<file path="src/rtl/multicycle_ctrl.sv">
// Multi-cycle control sequencer: walks FETCH/DECODE/EXEC/MEM/WB and drives the
// datapath control nets, with illegal-opcode and memory-timeout fault capture.
module multicycle_ctrl #(
   parameter int CNT_W        = 32,
   parameter int MEM_WAIT_MAX = 15
) (
   input  logic             clk,
   input  logic             rst,
   input  logic             run,
   input  logic [5:0]       opcode,
   input  logic             zero,
   input  logic             mem_ready,
   output logic             imem_req,
   output logic             ir_write,
   output logic             pc_write,
   output logic             branch_select,
   output logic             jump_select,
   output logic             reg_write_flag,
   output logic             ALU_operand_select,
   output logic [1:0]       ALU_op,
   output logic             data_read_flag,
   output logic             data_write_flag,
   output logic             send_to_reg_select,
   output logic [1:0]       fault_code,
   output logic [2:0]       state,
   output logic [CNT_W-1:0] retired
);

   typedef enum logic [2:0] {
      S_IDLE   = 3'd0,
      S_FETCH  = 3'd1,
      S_DECODE = 3'd2,
      S_EXEC   = 3'd3,
      S_MEM    = 3'd4,
      S_WB     = 3'd5,
      S_FAULT  = 3'd6
   } state_t;

   localparam logic [5:0] OP_R    = 6'b000000;
   localparam logic [5:0] OP_LW   = 6'b100011;
   localparam logic [5:0] OP_SW   = 6'b101011;
   localparam logic [5:0] OP_ADDI = 6'b001000;
   localparam logic [5:0] OP_BEQ  = 6'b000100;
   localparam logic [5:0] OP_J    = 6'b000010;

   localparam int WAIT_W = (MEM_WAIT_MAX < 2) ? 1 : $clog2(MEM_WAIT_MAX);
   localparam logic [WAIT_W-1:0] WAIT_LAST =
      WAIT_W'((MEM_WAIT_MAX > 0) ? MEM_WAIT_MAX - 1 : 0);

   state_t             state_q;
   logic [5:0]         opc_q;
   logic [1:0]         fault_q;
   logic [CNT_W-1:0]   retired_q;
   logic [WAIT_W-1:0]  wait_q;

   logic legal;
   logic retire_now;
   logic timeout_hit;

   always_comb begin
      case (opcode)
         OP_R, OP_LW, OP_SW, OP_ADDI, OP_BEQ, OP_J: legal = 1'b1;
         default:                                    legal = 1'b0;
      endcase
   end

   always_comb begin
      retire_now = 1'b0;
      case (state_q)
         S_EXEC:  retire_now = (opc_q == OP_BEQ) || (opc_q == OP_J);
         S_MEM:   retire_now = (opc_q == OP_SW) && mem_ready;
         S_WB:    retire_now = 1'b1;
         default: retire_now = 1'b0;
      endcase
   end

   // Meaningful only while a request is outstanding (FETCH or MEM).
   assign timeout_hit = (MEM_WAIT_MAX > 0) && !mem_ready && (wait_q == WAIT_LAST);

   always_ff @(posedge clk) begin
      if (!rst) begin
         state_q   <= S_IDLE;
         opc_q     <= '0;
         fault_q   <= 2'b00;
         retired_q <= '0;
         wait_q    <= '0;
      end else begin
         case (state_q)
            S_IDLE: begin
               if (run) begin
                  state_q <= S_FETCH;
                  wait_q  <= '0;
               end
            end
            S_FETCH: begin
               if (mem_ready) begin
                  state_q <= S_DECODE;
                  wait_q  <= '0;
               end else if (timeout_hit) begin
                  state_q <= S_FAULT;
                  fault_q <= 2'b10;
               end else begin
                  wait_q <= wait_q + 1'b1;
               end
            end
            S_DECODE: begin
               opc_q <= opcode;
               if (legal) begin
                  state_q <= S_EXEC;
               end else begin
                  state_q <= S_FAULT;
                  fault_q <= 2'b01;
               end
            end
            S_EXEC: begin
               case (opc_q)
                  OP_R, OP_ADDI: state_q <= S_WB;
                  OP_LW, OP_SW: begin
                     state_q <= S_MEM;
                     wait_q  <= '0;
                  end
                  OP_BEQ, OP_J: state_q <= S_EXEC;
                  default: begin
                     state_q <= S_FAULT;
                     fault_q <= 2'b01;
                  end
               endcase
            end
            S_MEM: begin
               if (mem_ready) begin
                  wait_q <= '0;
                  if (opc_q == OP_LW) state_q <= S_WB;
               end else if (timeout_hit) begin
                  state_q <= S_FAULT;
                  fault_q <= 2'b10;
               end else begin
                  wait_q <= wait_q + 1'b1;
               end
            end
            S_WB:    state_q <= S_WB;
            S_FAULT: state_q <= S_FAULT;
            default: state_q <= S_IDLE;
         endcase

         // Retirement overrides whatever the per-state branch chose above.
         if (retire_now) begin
            retired_q <= retired_q + 1'b1;
            state_q   <= run ? S_FETCH : S_IDLE;
            wait_q    <= '0;
         end
      end
   end

   // Handshake: a request (imem_req, data_read_flag or data_write_flag) stays
   // high until the cycle mem_ready is sampled high; that cycle completes it.
   always_comb begin
      imem_req           = 1'b0;
      ir_write           = 1'b0;
      pc_write           = 1'b0;
      branch_select      = 1'b0;
      jump_select        = 1'b0;
      reg_write_flag     = 1'b0;
      ALU_operand_select = 1'b0;
      ALU_op             = 2'b00;
      data_read_flag     = 1'b0;
      data_write_flag    = 1'b0;
      send_to_reg_select = 1'b0;
      case (state_q)
         S_FETCH: begin
            imem_req = 1'b1;
            ir_write = mem_ready;
            pc_write = mem_ready;
         end
         S_EXEC: begin
            case (opc_q)
               OP_R:                 ALU_op = 2'b10;
               OP_ADDI, OP_LW, OP_SW: ALU_operand_select = 1'b1;
               OP_BEQ: begin
                  ALU_op        = 2'b01;
                  pc_write      = zero;
                  branch_select = zero;
               end
               OP_J: begin
                  pc_write    = 1'b1;
                  jump_select = 1'b1;
               end
               default: ALU_op = 2'b00;
            endcase
         end
         S_MEM: begin
            ALU_operand_select = 1'b1;
            data_read_flag     = (opc_q == OP_LW);
            data_write_flag    = (opc_q == OP_SW);
         end
         S_WB: begin
            reg_write_flag     = 1'b1;
            send_to_reg_select = (opc_q == OP_LW);
            ALU_operand_select = (opc_q == OP_ADDI);
            ALU_op             = (opc_q == OP_R) ? 2'b10 : 2'b00;
         end
         default: imem_req = 1'b0;
      endcase
   end

   assign fault_code = fault_q;
   assign state      = state_q;
   assign retired    = retired_q;

endmodule
</file>
<file path="config.mk">
export PLATFORM = sky130hd
export DESIGN_NAME = multicycle_ctrl
export DESIGN_NICKNAME = d
export VERILOG_FILES = /design/src/rtl/multicycle_ctrl.sv
export SDC_FILE = /design/constraint.sdc
export NUM_CORES = 1
export LEC_CHECK = 0
export ABC_CLOCK_PERIOD_IN_PS = 2400
export CAP_MARGIN = 10
export CORE_MARGIN = 1.5
export CORE_UTILIZATION = 38
export DETAILED_ROUTE_END_ITERATION = 8
export HOLD_SLACK_MARGIN = 0.12
export PLACE_DENSITY_LB_ADDON = 0.05
export SYNTH_ARGS = -nofsm -noshare
export SYNTH_HDL_FRONTEND = slang
export SYNTH_SLANG_ARGS = --single-unit
</file>
<file path="constraint.sdc">
create_clock -name clk -period 2.4 [get_ports clk]
set_input_delay 0.24 -clock clk [delete_from_list [all_inputs] [get_ports clk]]
set_output_delay 0.24 -clock clk [all_outputs]
set_load 0.005 [all_outputs]
</file>
After elaboration in Yosys (flattened, before gate mapping)

Index checks and enable logic that the tools add are counted.

Output and inout bits: 49
Bits in registers: 47
Bits of input ports: 11
Logic and storage cells: 93

Mux-type cells: 39
Reduce and logical (&&, ||, !) cells: 20
Add/subtract/negate cells: 2
Bitwise logic cells: 1
Eq/ne operators: 26

Operator list:

| kind                                                             | number |
|---|---|
| 32-bit by 1-bit adder with 32-bit output (second input constant) | 1 |
| 6-bit == test (second input constant)                            | 4 |
| 3-bit two-way mux                                                | 7 |
| 3-bit one-hot mux with 7 select lines                            | 1 |
| 4-bit two-way mux                                                | 4 |
| 1-bit two-way mux                                                | 13 |
| 6-bit by 2-bit == test with 1-bit output (second input constant) | 2 |
| 6-bit by 3-bit == test with 1-bit output (second input constant) | 2 |
| 6-bit by 4-bit == test with 1-bit output (second input constant) | 2 |
| 6-bit zero test                                                  | 2 |
| 4-bit one-hot mux with 3 select lines                            | 1 |
| 6-bit OR reduction                                               | 2 |
| 2-bit two-way mux                                                | 5 |
| 2-bit OR reduction                                               | 5 |
| 3-bit == test (second input constant)                            | 3 |
| 3-bit one-hot mux with 3 select lines                            | 1 |
| 2-bit != test (second input constant)                            | 4 |
| 2-bit one-hot mux with 2 select lines                            | 2 |
| 3-bit by 2-bit == test with 1-bit output (second input constant) | 2 |
| 3-bit != test (second input constant)                            | 2 |
| 1-bit one-hot mux with 3 select lines                            | 2 |
| 2-bit one-hot mux with 3 select lines                            | 1 |
| 3-bit nonzero test                                               | 2 |
| 5-bit AND reduction                                              | 1 |
| 14 further kinds                                                 | 17 |

Logic depth before layout (Yosys ltp)

Depth after elaboration: 6
Depth in mapped cells: 8
Gate-level depth less buffers: 7

Worst setup path after synthesis

No wires, ideal clock.

Path kind: flip-flop to flip-flop
Start: register opc_q[0]
End: register retired_q[30], in the netlist retired[30]
Path buffers: 2
Cell stages (with the launch flop): 8
Setup slack: 307 ps
Clock period less this slack: 2093 ps
Library setup time: 132 ps
Arrival time: 1962 ps
Data required time: 2268 ps
Cell sequence: dfxtp_1 or3_4 o41ai_4 nand3_2 buf_2 clkbuf_1 o31ai_1 a21oi_1

Word-level cells in the longest chain between the ends: 3
Elaborated cells on any way between the ends: 6
Those cells by class: 3 x eq/ne; 1 x mux; 2 x reduce/logical

Ends and longest elaborated chain:

| what                                                         | RTL line | source |
|---|---|---|
| start, declared                                              | 51       | `logic [5:0] opc_q;` |
| start signal, assigned                                       | 107      | `opc_q <= opcode;` |
| 6-bit == test (tied with other cells)                        | 71       | `S_MEM: retire_now = (opc_q == OP_SW) && mem_ready;` |
| 1-bit logical AND / 1-bit logical OR (equally long branches) | 71, 70   |  |
| 1-bit one-hot mux with 3 select lines (*)                    | 69       | `case (state_q)` |
| end signal, assigned                                         | 147      | `retired_q <= retired_q + 1'b1;` |
| end, declared                                                | 53       | `logic [CNT_W-1:0] retired_q;` |

Every way passes the cells marked *; elsewhere a longest branch is shown, timed or not.
A chain may end at the register's enable or synchronous reset.

Worst setup path in the final report

Start: register opc_q[0]
End: output pc_write

Word-level cells in the longest chain between the ends: 3
Elaborated cells on any way between the ends: 4
Those cells by class: 2 x eq/ne; 2 x mux

Ends and longest elaborated chain:

| what                                                                                                        | RTL line | source |
|---|---|---|
| 6-bit by 2-bit == test with 1-bit output / 6-bit by 3-bit == test with 1-bit output (equally long branches) | 175      | `case (opc_q)` |
| 1-bit one-hot mux with 2 select lines (*)                                                                   | 175      |  |
| 1-bit one-hot mux with 2 select lines (*)                                                                   | 168      | `case (state_q)` |
| end, declared                                                                                               | 15       | `output logic pc_write,` |

Marks and branches as above.

==> impl_metrics.ini <==
[sta]
worstMarginPinSlew_ns = 0.506
rsz0062_at_grt = yes
fmax_ghz = 0.428
finalSetupTns_ns = 0
timing.hold.ws_ns = 0.479
min_period_over_period = 0.973
slew-limit-headroom = 0.661
final-hold-violation-count = 0
period_needed_ns = 2.34
skew_ns = 0.0102
report.final.slew_viol_count = 0
setup_viol = 0

[route]
ant_nets = 0
route.detailed.drc = 0
wl_met2_um = 3310
m1WireLength_um = 3300
postRouteWirelength_um = 7010
highest_layer = met4
drt_pass1_iterations = 4
post_drt_wl_per_cell_um = 13.9
via_count = 2735
vias_per_cell = 5.42
drt_iter0_drc = 91
wl_met3_um = 273

[global_route]
grt_pass1_wl_um = 11400
grt_pass1_vias = 2435
antenna_found_initial = 0
overflow = 0
grt_max_degree = 23
grt_usage = 0.187

[floorplanning]
die_w_um = 86.8
start_util = 0.393
rows = 30
die_area_mm2 = 0.00754
core_mm2 = 0.00679
die_height_um = 86.8
ios = 60

[worst_setup_path]
rr_endpoint = retired[28]$_SDFFE_PN0P_
crit_path_end_kind = output pin
r2r_cells = 8
worstPathMaxFanout = 6
worstSetupStartpointType = flip-flop
worstPathRequired_ns = 2.16
r2r_slack_ns = 0.15
critPathArrivalTime_ns = 2.10
r2r-start = opc_q[0]$_SDFFE_PN0P_
path_class = reg -> out

[pwr]
powerDensity_mw_per_mm2 = 671
ir_drop_uv = 296
p_leak_nw = 1.24

[synthesis]
yosys_warnings = 0
ys.flop_type = dfxtp_1
synth_most_common_cell = dfxtp_1
netlist-cell-type-count = 51
synthCells = 337
synth_area_leaders = dfxtp_1, a21oi_1, o21ai_0, nand2_1, or3_1
syn_nets = 351
syn_area_mm2 = 0.00267
synth_common_cells = dfxtp_1, a21oi_1, nand2_1
avgSynthCellArea_um2 = 7.93
synth_top_area_cell = dfxtp_1
seq_area_frac_synth = 0.352
synth_top_area_share = 0.352
ys_seq_elements = 47
synthArstFlopShare = 0
synth_enable_flop_cells = 0

[clock_tree]
cts.clk_slew.worst_paths_ns = 0.10
clock_latency_ns = 0.30
cts_hold_buf = 0
clk_path_buf_depth = 2
cts_tree = yes
clkSinkCount = 47
cts_buffers = 5
htreeDepth = 2
cts_root_buf = clkbuf_8

[min_path]
hold_class = reg -> reg
hp-start = fault_code[0]$_SDFFE_PN0P_
min_path_cells = 2
min_to = fault_code[0]$_SDFFE_PN0P_

[run]
maxCapViolCount = 0

[placement]
numPortBuffers = 59
placedCellCount = 492
hpwlAfterDp_um = 4920
gp_congestion = 0.866

[outcome]
status = completed

[layout]
synthToLayoutAreaGrowth_pct = 35.6
fin_util = 0.533
drive_gt1_frac = 0.127
layout.cells.non_filler = 505
num_antenna_cells = 0
nets = 422
worst max-delay path, cell delays in order (launching register included):
cell and delay, ns:
dfxtp_2 0.35, or3_4 0.39, or3_4 0.36, a21oi_1 0.11, or2_2 0.11, clkdlybuf4s50_1 0.48
worst max path at each step:
stage	start	endpoint	cells past startpoint
5_1_grt	opc_q[1]$_SDFFE_PN0P_	data_read_flag	4
2_1_floorplan	opc_q[0]$_SDFFE_PN0P_	retired[30]$_SDFFE_PN0P_	7
6_report	opc_q[0]$_SDFFE_PN0P_	pc_write	5
3_5_place_dp	opc_q[0]$_SDFFE_PN0P_	retired[15]$_SDFFE_PN0P_	6
3_3_place_gp	opc_q[4]$_SDFFE_PN0P_	retired[15]$_SDFFE_PN0P_	6
4_1_cts	opc_q[0]$_SDFFE_PN0P_	pc_write	5
final cells by class:
| class | instances | area (um2) |
|---|---|---|
| Tap cell | 96 | 120 |
| Multi-Input combinational cell | 260 | 1630 |
| Sequential cell | 47 | 943 |
| Inverter | 11 | 41.3 |
| Timing Repair Buffer | 83 | 772 |
| Fill cell | 676 | 3170 |
| Clock buffer | 6 | 82.6 |
| Clock inverter | 2 | 35.0 |
routing by layer:
| layer | vias up | global-route usage |
|---|---|---|
| li1 | 1393 | - |
| met5 | - | 0 |
| met3 | 12 | 0.0352 |
| met4 | 0 | 0.0587 |
| met2 | 58 | 0.318 |
| met1 | 1272 | 0.237 |
placed cells by master, fill, tap and decap left out, types with 6 or more instances in the layout:
master           synthesis  routed
nand3_1                 15      15
nand4_1                  6       6
a21oi_1                 40      39
o21ai_0                 24      24
buf_4                    0      24
o31ai_1                 12      12
inv_1                   10      10
and3_1                   6       6
or4_1                   13      13
clkdlybuf4s50_1          0      57
dfxtp_1                 47      45
nor2_1                  19      19
nor3_1                   7       7
clkbuf_8                 0       6
nand2_1                 29      29
or3_1                   17      15
report_power, final:
group	leakage [nW]	switching, W	internal, W	total (W)
sequential	0.381	0.0000706	0.000832	0.000902
combinational	0.795	0.000468	0.000441	0.000908
clock	0.0612	0.000282	0.000338	0.000619
per-stage QoR:
stage / instance area, um2 / setup WS [ns] / power [W]
4_1_cts: 3580 / 0.00956 / 0.00241
6_report: 3620 / 0.0650 / 0.00243
5_1_grt: 3620 / -0.0191 / 0.00258
2_1_floorplan: 2670 / 0.307 / 0.00143
3_5_place_dp: 3440 / 0.141 / 0.00176
3_3_place_gp: 3440 / 0.217 / 0.00177
cell families after synthesis:
logic type / count (synthesis) / synth area share
simple gates: 147 / 0.313
xor+xnor: 7 / 0.0230
mux: 2 / 0.00749
compound gates: 98 / 0.232
buf+inv: 31 / 0.0506
fa+ha+maj: 5 / 0.0215
flops: 47 / 0.352
registers in the layout, summed over array words and instances, names as in the netlist:
name,flops
wait_q,4
state,3
retired,32
fault_code,2
opc_q,6
what timing repair did:
action / CTS / global route
pin swaps: 1 / 3
gates cloned: 0 / 1
resized for setup: 3 / 8
endpoints found under the setup margin: 3 / 18
buffers inserted: 2 / 2
No activity file was read; power rests on OpenSTA's default activity.
